<file path="src/rtl/bit8_pkg.sv">
// Shared definitions for the 8-bit state-machine core and its memory/boot loader.
package bit8_pkg;

    localparam int DW = 8;

    localparam logic [7:0] OUT_ADDR = 8'hFF;
    localparam logic [7:0] IN_ADDR  = 8'hFE;

    typedef enum logic [1:0] {
        LOAD,
        START,
        RUN
    } state_e;

endpackage

</file>
<file path="src/rtl/bit8_mem_loader_if.sv">
// Loader byte-stream handshake plus the core's addr/data/rw bus, with data split into wdata/rdata.
interface bit8_mem_loader_if #(
    parameter int AW = 8,
    parameter int DW = bit8_pkg::DW
) ();

    logic          ld_valid;
    logic [DW-1:0] ld_data;
    logic          ld_last;
    logic          ld_ready;

    logic [AW-1:0] cpu_addr;
    logic          cpu_rw;
    logic [DW-1:0] cpu_wdata;
    logic [DW-1:0] cpu_rdata;

    modport master (
        output ld_valid, ld_data, ld_last, cpu_addr, cpu_rw, cpu_wdata,
        input  ld_ready, cpu_rdata
    );

    modport slave (
        input  ld_valid, ld_data, ld_last, cpu_addr, cpu_rw, cpu_wdata,
        output ld_ready, cpu_rdata
    );

endinterface

</file>
<file path="src/rtl/bit8_ram.sv">
// Program/data store: 2**AW x DW, synchronous write, asynchronous read, contents survive reset.
module bit8_ram #(
    parameter int AW = 8,
    parameter int DW = 8
) (
    input  logic          clk,
    input  logic          we,
    input  logic [AW-1:0] waddr,
    input  logic [DW-1:0] wdata,
    input  logic [AW-1:0] raddr,
    output logic [DW-1:0] rdata
);

    logic [DW-1:0] mem [2**AW];

    always_ff @(posedge clk) begin
        if (we) begin
            mem[waddr] <= wdata;
        end
    end

    assign rdata = mem[raddr];

endmodule

</file>
<file path="src/rtl/bit8_mem_loader.sv">
// Boot loader and memory for the 8-bit core: streams a program into RAM while holding
// the core in reset, then serves the core bus with one memory-mapped in/out port pair.
module bit8_mem_loader #(
    parameter int            AW       = 8,
    parameter int            DW       = bit8_pkg::DW,
    parameter logic [AW-1:0] OUT_ADDR = bit8_pkg::OUT_ADDR,
    parameter logic [AW-1:0] IN_ADDR  = bit8_pkg::IN_ADDR
) (
    input  logic              clk,
    input  logic              rst,
    bit8_mem_loader_if.slave  bus,
    input  logic              reload,
    output logic              core_rst_n,
    output logic              loaded,
    output logic [AW:0]       ld_count,
    input  logic [DW-1:0]     port_in,
    output logic [DW-1:0]     port_out
);

    import bit8_pkg::*;

    localparam logic [AW-1:0] WPTR_MAX = '1;

    state_e        state_q, state_d;
    logic [AW-1:0] wptr_q, wptr_d;
    logic [AW:0]   ld_count_q, ld_count_d;
    logic          core_rst_n_q, core_rst_n_d;
    logic          loaded_q, loaded_d;
    logic [DW-1:0] port_out_q, port_out_d;

    logic          ram_we;
    logic [AW-1:0] ram_waddr;
    logic [DW-1:0] ram_wdata;
    logic [DW-1:0] ram_rdata;

    always_comb begin
        state_d      = state_q;
        wptr_d       = wptr_q;
        ld_count_d   = ld_count_q;
        core_rst_n_d = core_rst_n_q;
        loaded_d     = loaded_q;
        port_out_d   = port_out_q;
        ram_we       = 1'b0;
        ram_waddr    = wptr_q;
        ram_wdata    = bus.ld_data;

        case (state_q)
            LOAD: begin
                if (bus.ld_valid) begin
                    ram_we     = 1'b1;
                    ld_count_d = ld_count_q + 1'b1;
                    // The pointer saturates at the top so a full-depth load never wraps onto byte 0.
                    if (wptr_q != WPTR_MAX) begin
                        wptr_d = wptr_q + 1'b1;
                    end
                    if (bus.ld_last || (wptr_q == WPTR_MAX)) begin
                        state_d = START;
                    end
                end
            end
            START: begin
                state_d      = RUN;
                port_out_d   = '0;
                core_rst_n_d = 1'b1;
                loaded_d     = 1'b1;
            end
            RUN: begin
                if (reload) begin
                    state_d      = LOAD;
                    wptr_d       = '0;
                    ld_count_d   = '0;
                    core_rst_n_d = 1'b0;
                    loaded_d     = 1'b0;
                end else if (bus.cpu_rw) begin
                    if (bus.cpu_addr == OUT_ADDR) begin
                        port_out_d = bus.cpu_wdata;
                    end else if (bus.cpu_addr != IN_ADDR) begin
                        ram_we    = 1'b1;
                        ram_waddr = bus.cpu_addr;
                        ram_wdata = bus.cpu_wdata;
                    end
                end
            end
            default: begin
                state_d = LOAD;
            end
        endcase
    end

    always_ff @(posedge clk) begin
        if (!rst) begin
            state_q      <= LOAD;
            wptr_q       <= '0;
            ld_count_q   <= '0;
            core_rst_n_q <= 1'b0;
            loaded_q     <= 1'b0;
            port_out_q   <= '0;
        end else begin
            state_q      <= state_d;
            wptr_q       <= wptr_d;
            ld_count_q   <= ld_count_d;
            core_rst_n_q <= core_rst_n_d;
            loaded_q     <= loaded_d;
            port_out_q   <= port_out_d;
        end
    end

    bit8_ram #(
        .AW (AW),
        .DW (DW)
    ) u_ram (
        .clk   (clk),
        .we    (ram_we),
        .waddr (ram_waddr),
        .wdata (ram_wdata),
        .raddr (bus.cpu_addr),
        .rdata (ram_rdata)
    );

    // Read data is zero-latency; the core is in reset outside RUN, so it sees zeros there.
    assign bus.cpu_rdata = (state_q != RUN)          ? '0      :
                           (bus.cpu_addr == IN_ADDR) ? port_in : ram_rdata;

    assign bus.ld_ready = (state_q == LOAD);
    assign core_rst_n   = core_rst_n_q;
    assign loaded       = loaded_q;
    assign ld_count     = ld_count_q;
    assign port_out     = port_out_q;

endmodule

</file>
<file path="src/flat_wrapper.sv">
// flat-port wrapper written by rule: the top's interface ports become plain ports
module bit8_mem_loader_flat import bit8_pkg::*;
#(
    parameter int            AW       = 8,
    parameter int            DW       = bit8_pkg::DW,
    parameter logic [AW-1:0] OUT_ADDR = bit8_pkg::OUT_ADDR,
    parameter logic [AW-1:0] IN_ADDR  = bit8_pkg::IN_ADDR
)
  (clk, rst, reload, core_rst_n, loaded, ld_count, port_in, port_out, bus_ld_valid, bus_ld_data, bus_ld_last, bus_cpu_addr, bus_cpu_rw, bus_cpu_wdata, bus_ld_ready, bus_cpu_rdata);
  bit8_mem_loader_if #(.AW(AW), .DW(DW)) bus_i ();
  input  logic clk;
  input  logic rst;
  input  logic reload;
  output logic core_rst_n;
  output logic loaded;
  output logic [AW:0] ld_count;
  input  logic [DW-1:0] port_in;
  output logic [DW-1:0] port_out;
  input wire logic [$bits(bus_i.ld_valid)-1:0] bus_ld_valid;
  input wire logic [$bits(bus_i.ld_data)-1:0] bus_ld_data;
  input wire logic [$bits(bus_i.ld_last)-1:0] bus_ld_last;
  input wire logic [$bits(bus_i.cpu_addr)-1:0] bus_cpu_addr;
  input wire logic [$bits(bus_i.cpu_rw)-1:0] bus_cpu_rw;
  input wire logic [$bits(bus_i.cpu_wdata)-1:0] bus_cpu_wdata;
  output wire logic [$bits(bus_i.ld_ready)-1:0] bus_ld_ready;
  output wire logic [$bits(bus_i.cpu_rdata)-1:0] bus_cpu_rdata;
  assign bus_i.ld_valid = bus_ld_valid;
  assign bus_i.ld_data = bus_ld_data;
  assign bus_i.ld_last = bus_ld_last;
  assign bus_i.cpu_addr = bus_cpu_addr;
  assign bus_i.cpu_rw = bus_cpu_rw;
  assign bus_i.cpu_wdata = bus_cpu_wdata;
  assign bus_ld_ready = bus_i.ld_ready;
  assign bus_cpu_rdata = bus_i.cpu_rdata;
  bit8_mem_loader #(.AW(AW), .DW(DW), .OUT_ADDR(OUT_ADDR), .IN_ADDR(IN_ADDR)) u_core (.clk(clk), .rst(rst), .bus(bus_i), .reload(reload), .core_rst_n(core_rst_n), .loaded(loaded), .ld_count(ld_count), .port_in(port_in), .port_out(port_out));
endmodule
</file>
<file path="config.mk">
export PLATFORM = sky130hd
export DESIGN_NAME = bit8_mem_loader_flat
export DESIGN_NICKNAME = d
export VERILOG_FILES = /design/src/rtl/bit8_pkg.sv /design/src/rtl/bit8_mem_loader_if.sv /design/src/rtl/bit8_ram.sv /design/src/rtl/bit8_mem_loader.sv /design/src/flat_wrapper.sv
export SDC_FILE = /design/constraint.sdc
export NUM_CORES = 2
export LEC_CHECK = 0
export BUFFER_PORTS_ARGS = -buffer_cell sky130_fd_sc_hd__buf_2
export CORE_UTILIZATION = 50
export CTS_CLUSTER_SIZE = 14
export DETAILED_ROUTE_END_ITERATION = 10
export PLACE_DENSITY = 0.65
export SLEW_MARGIN = 20
export SYNTH_ARGS = -nofsm -noshare
export SYNTH_HDL_FRONTEND = slang
export SYNTH_SLANG_ARGS = --single-unit
</file>
<file path="constraint.sdc">
create_clock -name clk -period 13.55 [get_ports clk]
set_input_delay 2.0325 -clock clk [delete_from_list [all_inputs] [get_ports clk]]
set_output_delay 2.0325 -clock clk [all_outputs]
set_load 0.005 [all_outputs]
</file>
# Word level (Yosys, flattened, before mapping)
# Memory sizes are Yosys's and may differ from the RTL's.
# Cells that the tools add are included.
# totals
register_bits	28
mem_bits_rw	2048
in_bits	38
out_inout_bits	28
word_cells	69
n_memories	1
# op_classes
addsub	2
n_eq_ne	15
muxes	37
n_reduce_logical	9
# memory_table
memory	depth	width	rd	rd_ports_with_merged_regs	wr	line	rtl
u_core.u_ram.mem	256	8	1	0	1	bit8_ram.sv:14	logic [DW-1:0] mem [2**AW];
# ops
operator	count
$mux 8	18
$pmux 8 s2	2
$eq 8x8->1 const B	3
$mux 9	2
$pmux 9 s2	1
$ne 8x8->1 const B	2
$ne 2x2->1 const B	5
$add 9x1->9 const B	1
$add 8x1->8 const B	1
$mux 1	8
$reduce_and 4->1	2
$mux 2	3
$ne 2x1->1 const B	3
$pmux 2 s3	1
$reduce_and 3->1	2
$pmux 1 s2	2
$reduce_bool 2->1	2
$eq 2x1->1 const B	1
$eq 2x2->1 const B	1
$logic_not 2->1	1
$reduce_and 2->1	1
$logic_or 1x1->1	1

# Logic depth before layout (Yosys ltp)
# depth
ltp_word	8
ltp_mapped	12
ltp_nobuf	8

# By module
# A second synthesis with hierarchy kept.
# hier_totals
hier_cells	3922
area_unflattened_um2	81086.5
# modules_own_cells
module	n_inst	cells_per_inst	area_each_um2
bit8_ram	1	3725	79396.1
bit8_mem_loader	1	197	1690.4

# Worst setup path after synthesis
# OpenSTA, ideal clock, no wires.
# synth_timing
path_kind	input to register
from	in bus_cpu_addr[1]
to	mem u_core.u_ram.mem[0][0] (data pin)
setup_ns	0.825
arrival_time_ns	5.965
setup_slack_ns	6.760
stages	6
path_buffers	2
cell_sequence	buf_2 nand3_1 o21ai_1 clkbuf_1 nand2_1 nand2_1
# synth_via
elab_chain_cells	6
elab_cells_between_ends	7
# synth_lines
element	line	rtl
from (decl)	flat_wrapper.sv:22	input wire logic [$bits(bus_i.cpu_addr)-1:0] bus_cpu_addr;
$ne 8x8->1	bit8_mem_loader.sv:77	end else if (bus.cpu_addr != IN_ADDR) begin
$mux 8	bit8_mem_loader.sv:77	
$mux 8 *	bit8_mem_loader.sv:75	if (bus.cpu_addr == OUT_ADDR) begin
$mux 8 *	bit8_mem_loader.sv:74	end else if (bus.cpu_rw) begin
$mux 8 *	bit8_mem_loader.sv:68	if (reload) begin
$mux 8 *	bit8_mem_loader.sv:47	case (state_q)
net u_core.ram_wdata[0]	bit8_mem_loader.sv:33	logic [DW-1:0] ram_wdata;
to (decl)	bit8_ram.sv:14	
# The timed path passes the listed nets; every way through them passes the cells marked *.

# Worst setup path after layout
# layout_timing
from	in bus_cpu_addr[0]
to	out bus_cpu_rdata[2]
# layout_via
elab_chain_cells	3
elab_cells_between_ends	4
# layout_lines
element	line	rtl
$mem_v2 256x8 / $eq 8x8->1 (equally long branches)	--	
$mux 8 *	bit8_mem_loader.sv:122	(bus.cpu_addr == IN_ADDR) ? port_in : ram_rdata;
$mux 8 *	bit8_mem_loader.sv:121	assign bus.cpu_rdata = (state_q != RUN) ? '0 :
to (decl)	flat_wrapper.sv:26	output wire logic [$bits(bus_i.cpu_rdata)-1:0] bus_cpu_rdata;
# Mark *: on every way between the ends. The rest lies on a longest branch, timed or not.

==> impl_metrics.yaml <==
setup_path:
  worstPathRequired_ns: 11.52
  end_kind: "output pin"
  path_cells: "buf_8, buf_12, mux4_1, a22o_1, a221oi_1, a31oi_1, o21ai_0, a41oi_2, buf_2"
  cp_num_buf_inv: 3
  path_delay_family: "compound AO/OA/AOI/OAI gates"
  slowest_stage: "o21ai_0"
  worst_ep_arrival_time_ns: 6.70
  start_kind: "primary input"
  crit_fanout: 95
  crit_path_max_incr_delay_ns: 0.87
  critical_path_class: "in2out"
clock_network:
  clockBufferDepth: 3
  clk_latency_ns: 0.85
  cts_tree: "done"
  cts_resized: 0
  ctsHoldBuffers: 0
  cts.sinks: 2076
  cts_setup_buffers: 0
  cts-buffers-inserted: 204
  root_buffer: "clkbuf_16"
  clk_pin_slew_ns: 0.06
  h-tree-depth: 4
detailed_routing:
  via_per_inst: 6.56
  wl_met2_um: 100000
  wl_met3_um: 27900
  ant_nets: 0
  drt_iter0_drc: 6474
  top_layer_used: "met5"
  remaining_drc_errors: 0
  vias: 42200
  drtPass1Iterations: 7
  met1_length_um: 87600
  wl_per_cell_um: 34.8
  totalWireLength_um: 224000
logic_synthesis:
  postSynthAreaPerCell_um2: 20.8
  syn-num-nets: 3974
  synth_edf_count: 2048
  synthDistinctLibCells: 79
  synth_area_leader_cell: "edfxtp_1"
  synth_area_um2: 81900
  synth_area_leaders: "edfxtp_1, mux4_2, mux2i_1"
  ys_ff_latch: 2076
  ys_async_sr_fraction: 0
  synthFlopType: "edfxtp_1"
  synth_top_area_frac: 0.751
  seq_area_frac_synth: 0.757
  synth_cells: 3934
  yosys_warnings: 0
timing:
  fmax_mhz: 115
  min_period_ns: 8.73
  maxSlewHeadroom: 0.188
  clock_skew_ns: 0.0430
  finalHoldWorstSlack_ns: 0.461
  setup_violations: 0
  worstMarginPinSlew_ns: 1.21
  hold_viol: 0
  tns_ns: 0
  fin_crit_sh: 0.644
  grt_setup_unrepaired: "false"
  drv_slew: 0
global_routing:
  antenna_found_initial: 8
  grt_pass1_wl_um: 314000
  gr-total-overflow: 0
  grt_max_degree: 220
  grt_use_total: 0.273
  grt_pass1_vias: 40800
floorplanning:
  die_area_um2: 165000
  dieHeight_um: 407
  coreArea_um2: 163000
  start_util: 0.503
  std_cell_rows: 148
  ios: 66
  die_w_um: 407
place:
  io_buffers: 65
  detailed_place_hpwl_um: 135000
  place.gp.congestion: 0.912
power_and_ir_drop:
  power_density_nw_per_um2: 147
  leakage_nw: 28.3
  peakVddDrop_mv: 0.145
  total_power_w: 0.0133
finish:
  final_common_cell: "edfxtp_1"
  synthToLayoutAreaGrowth_pct: 10.8
  final_cell_mix: "edfxtp_1, mux4_2, nor2_1"
  final_nets: 4110
  drive_above_1_share: 0.220
  fillers: 12100
  final_util: 0.558
job:
  cap_viol_max_count: 0
run_status:
  outcome: "finished, final reports clean"
hold_path:
  hold_class: "reg2reg"
-- layer usage --
| metal | GRT usage | vias up |
|---|---|---|
| met5 | 0 | - |
| met4 | 0.103 | 4 |
| met3 | 0.0785 | 464 |
| met2 | 0.398 | 2689 |
| met1 | 0.392 | 22300 |
| li1 | - | 16700 |
-- Yosys cell counts, drive strengths merged (9+ instances only) --
master  instances
edfxtp       2048
mux4          493
nor2          317
mux2i         153
buf           152
nand2         148
clkbuf         77
nand3          66
a22oi          65
a21oi          50
o21ai          45
a221oi         38
dfxtp          28
o22ai          18
a22o           17
a211oi         14
nor3           14
o211ai         13
mux2           11
nand2b         11
o221ai         10
nor2b           9
xor2            9
-- worst register-to-register path: cells and delay by family (launching register included) --
family	cells	cell delay, ns
buffers and inverters	1	0.54
DFF	1	0.35
muxes	1	0.45
and+or+nand+nor	6	3.61
-- sequential cells by signal, summed over array words and instances (netlist names) --
signal,cells
u_core.u_ram.mem,2048
u_core.ld_count,9
u_core.port_out,8
u_core.wptr_q,8
u_core.state_q,2
u_core.core_rst_n,1
-- metrics by stage --
step / cell area [µm²] / setup WS (ns) / instances
finish: 90800 / 4.82 / 6428
floorplan: 81900 / 6.76 / 3934
global route: 90800 / 4.75 / 6419
global placement: 84200 / 4.89 / 6038
detailed placement: 84200 / 4.85 / 6038
CTS: 90700 / 4.86 / 6418
-- power by group --
| part | total [W] | internal (W) | switching, W |
|---|---|---|---|
| registers | 0.00708 | 0.00707 | 0.00000323 |
| clock network | 0.00553 | 0.00309 | 0.00244 |
| logic | 0.000707 | 0.000218 | 0.000490 |
| total | 0.0133 | 0.0104 | 0.00293 |
-- cell families after synthesis --
| kind of cell | after synthesis | synth area share |
|---|---|---|
| mux | 657 | 0.158 |
| fa+ha+maj | 2 | 0.000305 |
| flops | 2076 | 0.757 |
| buf+inv | 237 | 0.0212 |
| simple gates | 625 | 0.0332 |
| compound gates | 324 | 0.0284 |
| xor+xnor | 13 | 0.00139 |
-- path summary, 6_finish.rpt --
path,from,end,slack [ns],cells after the start
setup / recovery,bus_cpu_addr[0],bus_cpu_rdata[2],4.82,9
hold / removal,u_core.core_rst_n,u_core.core_rst_n,0.46,2
setup reg to reg,u_core.state_q[0],u_core.u_ram.mem[142][4],8.19,8
hold reg to reg,u_core.core_rst_n,u_core.core_rst_n,0.46,2
-- final cells by class --
type                            instances  area (µm²)  share of cell area
Clock buffer                          264        5400              0.0595
Timing Repair Buffer                  159        1190              0.0131
Tap cell                             2175        2720              0.0300
Multi-Input combinational cell       1621       18300               0.201
Sequential cell                      2076       62100               0.683
Antenna cell                            9        22.5            0.000248
Inverter                                8        35.0            0.000386
Clock inverter                        116        1110              0.0122
No activity file was read; power rests on OpenSTA's default activity.
